==> src/rtl/wb_retire_tracer.sv <==
// Retirement trace capture for the RV12 writeback stage: tags each retiring
// instruction with a sequence number, buffers it and streams it out over valid/ready.
module wb_retire_tracer #(
  parameter int XLEN   = 32,
  parameter int DEPTH  = 8,
  parameter int SEQ_W  = 16,
  parameter int DROP_W = 8
) (
  input  logic                   clk,
  input  logic                   rst_n,
  input  logic                   en_i,
  input  logic                   clr_i,
  input  logic                   ret_valid_i,
  input  logic [XLEN-1:0]        ret_pc_i,
  input  logic [31:0]            ret_instr_i,
  input  logic [4:0]             ret_rd_i,
  input  logic                   ret_we_i,
  input  logic [XLEN-1:0]        ret_wdata_i,
  output logic                   trace_valid_o,
  input  logic                   trace_ready_i,
  output logic [SEQ_W-1:0]       trace_seq_o,
  output logic [XLEN-1:0]        trace_pc_o,
  output logic [31:0]            trace_instr_o,
  output logic [4:0]             trace_rd_o,
  output logic                   trace_we_o,
  output logic [XLEN-1:0]        trace_wdata_o,
  output logic [$clog2(DEPTH):0] level_o,
  output logic                   overflow_o,
  output logic [DROP_W-1:0]      drop_cnt_o
);

  localparam int PW = $clog2(DEPTH);
  localparam int LW = PW + 1;
  localparam logic [LW-1:0] FULL_LEVEL = LW'(DEPTH);

  typedef struct packed {
    logic [SEQ_W-1:0] seq;
    logic [XLEN-1:0]  pc;
    logic [31:0]      instr;
    logic [4:0]       rd;
    logic             we;
    logic [XLEN-1:0]  wdata;
  } rec_t;

  rec_t              mem [DEPTH];
  rec_t              new_rec;
  rec_t              head;
  logic [PW-1:0]     wr_ptr;
  logic [PW-1:0]     rd_ptr;
  logic [LW-1:0]     level;
  logic [SEQ_W-1:0]  seq;
  logic              overflow;
  logic [DROP_W-1:0] drop_cnt;

  logic push_req;
  logic pop;
  logic full;
  logic push_ok;
  logic drop;
  logic we_eff;

  // Clear wins over everything in the same cycle, including the retirement itself.
  assign we_eff   = ret_we_i & (ret_rd_i != 5'd0);
  assign push_req = en_i & ret_valid_i & ~clr_i;
  assign pop      = (level != '0) & trace_ready_i & ~clr_i;
  assign full     = (level == FULL_LEVEL);
  assign push_ok  = push_req & (~full | pop);
  assign drop     = push_req & full & ~pop;

  always_comb begin
    new_rec       = '0;
    new_rec.seq   = seq;
    new_rec.pc    = ret_pc_i;
    new_rec.instr = ret_instr_i;
    new_rec.we    = we_eff;
    new_rec.rd    = we_eff ? ret_rd_i : 5'd0;
    new_rec.wdata = we_eff ? ret_wdata_i : '0;
  end

  // Storage carries no reset; the outputs are masked whenever the FIFO is empty.
  always_ff @(posedge clk) begin
    if (push_ok) begin
      mem[wr_ptr] <= new_rec;
    end
  end

  always_ff @(posedge clk or negedge rst_n) begin
    if (!rst_n) begin
      wr_ptr   <= '0;
      rd_ptr   <= '0;
      level    <= '0;
      seq      <= '0;
      overflow <= 1'b0;
      drop_cnt <= '0;
    end else if (clr_i) begin
      wr_ptr   <= '0;
      rd_ptr   <= '0;
      level    <= '0;
      seq      <= '0;
      overflow <= 1'b0;
      drop_cnt <= '0;
    end else begin
      if (push_req) begin
        seq <= seq + SEQ_W'(1);
      end
      if (push_ok) begin
        wr_ptr <= wr_ptr + PW'(1);
      end
      if (pop) begin
        rd_ptr <= rd_ptr + PW'(1);
      end
      case ({push_ok, pop})
        2'b10:   level <= level + LW'(1);
        2'b01:   level <= level - LW'(1);
        default: level <= level;
      endcase
      // Drops are never hidden: sticky flag plus a saturating count.
      if (drop) begin
        overflow <= 1'b1;
        if (drop_cnt != '1) begin
          drop_cnt <= drop_cnt + DROP_W'(1);
        end
      end
    end
  end

  assign head = mem[rd_ptr];

  always_comb begin
    trace_valid_o = (level != '0);
    trace_seq_o   = '0;
    trace_pc_o    = '0;
    trace_instr_o = '0;
    trace_rd_o    = '0;
    trace_we_o    = 1'b0;
    trace_wdata_o = '0;
    if (trace_valid_o) begin
      trace_seq_o   = head.seq;
      trace_pc_o    = head.pc;
      trace_instr_o = head.instr;
      trace_rd_o    = head.rd;
      trace_we_o    = head.we;
      trace_wdata_o = head.wdata;
    end
  end

  assign level_o    = level;
  assign overflow_o = overflow;
  assign drop_cnt_o = drop_cnt;

endmodule

==> config.mk <==
export PLATFORM = sky130hd
export DESIGN_NAME = wb_retire_tracer
export DESIGN_NICKNAME = d
export VERILOG_FILES = /design/src/rtl/wb_retire_tracer.sv
export SDC_FILE = /design/constraint.sdc
export NUM_CORES = 1
export LEC_CHECK = 0
export CAP_MARGIN = 25
export CORE_UTILIZATION = 54
export DETAILED_ROUTE_END_ITERATION = 8
export PLACE_DENSITY = 0.83
export RECOVER_POWER = 25
export SLEW_MARGIN = 20
export SYNTH_ARGS = -nofsm -noshare
export SYNTH_HDL_FRONTEND = slang
export SYNTH_SLANG_ARGS = --single-unit
export TNS_END_PERCENT = 20
==> constraint.sdc <==
create_clock -name clk -period 28.9 [get_ports clk]
set_clock_uncertainty 0.15 [all_clocks]
set_input_delay 4.335 -clock clk [delete_from_list [all_inputs] [get_ports clk]]
set_output_delay 4.335 -clock clk [all_outputs]
set_load 0.01 [all_outputs]
Yosys cells after proc, flatten, opt, wreduce, memory -nomap -nowiden
Memory sizes are Yosys's and may differ from the RTL's.
Index checks and enable logic that the tools add are counted.
{"block": "totals", "reg_bits": 35, "mem_bits_rw": 944, "input_bits": 108, "elab_cells": 61, "memories": 1}
{"block": "classes", "add_sub_neg": 6, "n_eq_ne": 4, "muxes": 23, "bitwise_logic": 12, "reduce_logical": 9}
{"memory": "mem", "words": 8, "word_bits": 118, "rd": 1, "rd_ports_with_merged_regs": 0, "wr": 1, "line_no": "45", "rtl": "rec_t mem [DEPTH];"}
{"cell": "two-way mux 32 bit", "n": 4}
{"cell": "two-way mux 16 bit", "n": 3}
{"cell": "two-way mux 8 bit", "n": 3}
{"cell": "adder 16 x 1 -> 16 bit (second input constant)", "n": 1}
{"cell": "two-way mux 3 bit", "n": 4}
{"cell": "two-way mux 5 bit", "n": 2}
{"cell": "nonzero test 2 bit", "n": 5}
{"cell": "adder 8 x 1 -> 8 bit (second input constant)", "n": 1}
{"cell": "AND 1 bit", "n": 8}
{"cell": "!= test 8 bit (second input constant)", "n": 1}
{"cell": "case mux 4 bit (2 select lines)", "n": 1}
{"cell": "adder 3 x 1 -> 3 bit (second input constant)", "n": 2}
{"cell": "two-way mux 1 bit", "n": 5}
{"cell": "nonzero test 5 bit", "n": 1}
{"cell": "adder 4 x 1 -> 4 bit (second input constant)", "n": 1}
{"cell": "equality test 4 bit (second input constant)", "n": 1}
{"cell": "two-way mux 4 bit", "n": 1}
{"cell": "nonzero test 4 bit", "n": 1}
{"cell": "subtractor 4 x 1 -> 4 bit (second input constant)", "n": 1}
{"cell": "NOT 1 bit", "n": 3}
{"cell": "nonzero test 3 bit", "n": 1}
{"cell": "equality test 2 x 1 -> 1 bit (second input constant)", "n": 1}
{"cell": "equality test 2 bit (second input constant)", "n": 1}
{"cell": "AND reduction 2 bit", "n": 1}
{"cell": "bitwise OR 1 bit", "n": 1}

Logic depth before layout (Yosys ltp)
{"block": "depth", "depth_word": 8, "depth_mapped": 11, "ltp_nobuf": 10}

Least setup slack after synthesis
No wires, ideal clock.
{"block": "synth_timing", "kind": "input to register", "from": "input trace_ready_i", "to": "memory mem[3][0] in the netlist's numbering, enable pin", "setup_time_ns": 0.764, "arrival_time_ns": 13.694, "required_time_ns": 27.986, "setup_slack_ns": 14.292, "stages": 5, "path_buffers": 1, "path_cell_list": "clkbuf_2 -> nand2b_1 -> and3_1 -> nand3b_1 -> nor3b_1"}
{"block": "synth_between", "elab_chain_len": 6}
{"item": "start, declared", "line_no": "20", "rtl": "input logic trace_ready_i,"}
{"item": "AND 1 bit (2 in a row)", "line_no": "65", "rtl": "assign pop = (level != '0) & trace_ready_i & ~clr_i;"}
{"item": "bitwise OR 1 bit", "line_no": "67", "rtl": "assign push_ok = push_req & (~full | pop);"}
{"item": "AND 1 bit", "line_no": "67"}
{"item": "two-way mux 1 bit", "line_no": "82", "rtl": "if (push_ok) begin"}
{"item": "two-way mux 1 bit (not written as such)", "line_no": "83", "rtl": "mem[wr_ptr] <= new_rec;"}
{"item": "end, declared", "line_no": "45"}
Every way passes these cells.

Worst setup path after layout
{"block": "layout_timing", "from": "register rd_ptr[0]", "to": "output trace_wdata_o[2]"}
{"block": "layout_between", "elab_chain_len": 2}
{"item": "start, declared", "line_no": "49", "rtl": "logic [PW-1:0] rd_ptr;"}
{"item": "start signal, assigned", "line_no": "110", "rtl": "rd_ptr <= rd_ptr + PW'(1);"}
{"item": "memory (8 x 118 bit)"}
{"item": "two-way mux 32 bit", "line_no": "137", "rtl": "if (trace_valid_o) begin"}
{"item": "end, declared", "line_no": "26", "rtl": "output logic [XLEN-1:0] trace_wdata_o,"}
Every way passes these cells.

==> impl_metrics.csv <==
group,metric,value,unit
timing,hold_viol_final,0,
finish,final_cell_mix,"944 x edfxtp_1, 236 x mux4_2, 187 x clkdlybuf4s50_1",
setup_path,path_delay_family,"buffers and inverters",
synth,syn-instance-count,1745,
synth,seq_area_frac_synth,77.1,%
global_route,grt_usage,23.7,%
flow_run,maxCapViolCount,1,
synth,yosys_warnings,0,
power_and_ir_drop,peakVddDrop,88.8,uV
global_route,grt_max_degree,74,
routing,drc,0,
timing,finalCriticalPeriod,9.35,ns
timing,setup_slack,19.55,ns
placement,io_buffers,239,
setup_path,cpMostUsedCell,"buf_4",
timing,fmax,107,MHz
routing,wl_per_cell,27.3,um
floorplanning,fp.dieH,267,um
placement,dp_slack,19.88,ns
clock_tree,clock-sinks,979,
timing,setup_viol,0,
global_route,grt_pass1_wl,123000,um
floorplanning,design.die.area,71300,um^2
setup_path,critPathArrivalTime,4.86,ns
status,failed_checks,"max-capacitance violations, max-slew violations",
clock_tree,htreeDepth,3,
floorplanning,core,69100,um^2
timing,drv_slew,36,
finish,stdcell_count,3046,
synth,syn_area_per_cell,21.7,um^2
floorplanning,pin_count,240,
setup_path,cp_slowest_cell,"dfrtp_4",
timing,tightest_slew,1.92,ns
finish,final_common_cell,"edfxtp_1",
clock_tree,root_buffer,"clkbuf_16",
floorplanning,die_x,267,um
power_and_ir_drop,power_density,73.8,nW/um^2
clock_tree,ctsHoldBuffers,0,
routing,num_vias,18600,
finish,final_nets,2146,
clock_tree,numCtsBuffers,95,
clock_tree,cts_resized,0,
timing,timing.hold.ws,0.372,ns
setup_path,crit_path_max_incr_delay,0.81,ns
finish,drive_above_1_share,20.7,%
placement,dp.cells,2865,
timing,fin_crit_sh,32.4,%
global_route,antenna_found_initial,12,
setup_path,worst_ep_required_time,24.42,ns
clock_tree,insertion_delay,0.66,ns
clock_tree,cts_setup_buffers,0,
power_and_ir_drop,p_total,3.30,mW
routing,first_pass_iters,5,
setup_path,worst_setup_path_end_kind,"output pin",
floorplanning,start_util,54.9,%
global_route,grt_overflow,0,
synth,synth_seq_cells,979,
timing,slew_headroom,-28.3,%
min_path,hp-class,"flip-flop to flip-flop",
setup_path,worstSetupPathType,"flip-flop to output pin",
global_route,grt_pass1_vias,19400,
status,outcome,"finished, violations left",
timing,rsz0062_at_grt,"no",
placement,gp_congestion,0.730,
finish,area_growth,18.1,%
clock_tree,clk_path_buf_depth,3,
clock_tree,cts_tree,"done",
setup_path,cp_max_fo,44,
setup_path,critical_path_buf_inv_count,4,
setup_path,critPathLaunchType,"flip-flop",
placement,dp_hpwl,44100,um
routing,vias_per_cell,6.11,
floorplanning,row_count,96,
power_and_ir_drop,leakage,13.8,nW
routing,ant_nets,0,
routing,wl,83200,um
synth,syn-num-nets,1859,
synth,syn_area,37900,um^2
setup_path,path_cells,"buf_16, buf_4, buf_4, mux4_2, mux2i_1, nor2_1, clkdlybuf4s50_1",
finish,num-fill-cells,4219,
timing,setup-tns-final,0,ns
synth,ys_types,43,
routing,drt_iter0_drc,1883,
clock_tree,path_clk_slew,0.06,ns
==> synth_stat cells <==
cell type    n  area [um^2]
buf_6        3         33.8
or4_1        1         7.51
nand3b_1     1         7.51
nand2_1     22         82.6
and4_1       1         8.76
and3b_1      3         26.3
nor3_1       3         15.0
nand3_2      1         10.0
clkbuf_2     1         5.00
nand2b_1     8         50.1
or3_1        1         6.26
edfxtp_1   944        28300
a311oi_1     2         17.5
nand4_4      1         21.3
nand4_1      5         31.3
mux4_2     236         5320
ha_1         6         75.1
a31oi_1      3         18.8
a31oi_4      1         21.3
nand3_1     13         65.1
nor3_4       1         16.3
xor2_1      11         96.3
inv_1        4         15.0
o21a_1       1         7.51
a21oi_1      8         40.0
buf_2       23          115
or2_2        1         6.26
a21oi_2      1         8.76
nor3b_1      3         22.5
nor2b_1      1         6.26
buf_1       20         75.1
nor4_2       2         25.0
mux2i_1    125         1250
and2_1      38          238
buf_4       13         97.6
o21ai_0      5         25.0
nor2_1     149          559
a21o_1       2         15.0
xnor2_1     13          114
inv_2        1         3.75
clkbuf_1    30          113
dfrtp_1     35          876
and3_1       2         12.5
==> path summary, 6_finish.rpt <==
| kind | endpoint | depth (start not counted) | slack, ns | from |
|---|---|---|---|---|
| setup / recovery | trace_wdata_o[2] | 7 | 19.55 | rd_ptr[0]$_DFFE_PN0P_ |
| hold / removal | overflow_o$_DFFE_PN0P_ | 2 | 0.37 | overflow_o$_DFFE_PN0P_ |
| setup reg to reg | mem[5][99]$_DFFE_PP_ | 7 | 24.96 | level_o[1]$_DFFE_PN0P_ |
| hold reg to reg | overflow_o$_DFFE_PN0P_ | 2 | 0.37 | overflow_o$_DFFE_PN0P_ |
| max in group asynchronous | rd_ptr[0]$_DFFE_PN0P_ | 2 | 22.62 | rst_n |
| min in group asynchronous | level_o[2]$_DFFE_PN0P_ | 2 | 4.60 | rst_n |
==> state kept, by name, indices dropped and copies added, names as in the netlist <==
register,cells
drop_cnt_o,8
level_o,4
mem,944
overflow_o,1
rd_ptr,3
seq,16
wr_ptr,3
==> through the flow <==
| step | util [%] | cell area (um^2) |
|---|---|---|
| floorplan | - | 37900 |
| global placement | 59.8 | 41300 |
| detailed placement | 60.2 | 41600 |
| CTS | 64.8 | 44700 |
| global route | 64.8 | 44800 |
| finish | 64.8 | 44800 |
==> cell families after synthesis <==
family                   synth area share, %
AO/OA/AOI/OAI                          0.406
XOR/XNOR                               0.555
adder cells (fa/ha/maj)                0.198
buffers and inverters                   1.21
flip-flops                              77.1
multiplexers                            17.3
AND/OR/NAND/NOR                         3.21
==> per-layer routing <==
metal  vias up  GRT usage (%)  share of wire, %
met5         -              0             0.094
li1       7726              -                 -
met2       865           39.9                51
met1      9868           31.6                38
met4        12           7.60               2.3
met3       145           4.42               7.8
==> layout make-up <==
| type | count | area, um^2 | share of cell area [%] |
|---|---|---|---|
| antenna | 6 | 15.0 | 0.0335 |
| clock buffer | 120 | 2620 | 5.84 |
| clock inverter | 54 | 541 | 1.21 |
| inverter | 5 | 18.8 | 0.0419 |
| multi-input combinational | 671 | 8280 | 18.5 |
| sequential | 979 | 29200 | 65.3 |
| tap | 931 | 1160 | 2.60 |
| timing repair buffer | 280 | 2900 | 6.48 |
==> worst reg2reg max path, delay by kind of cell (launching register included) <==
kind	cells	cell delay (ns)
simple gates	4	1.02
flops	1	0.58
buf+inv	3	1.68
==> power breakdown <==
group	total, mW	internal [mW]	switching [mW]
Combinational	0.485	0.244	0.241
Sequential	1.58	1.56	0.0148
Clock	1.24	0.716	0.524
Power figures use the tool's default switching activity.
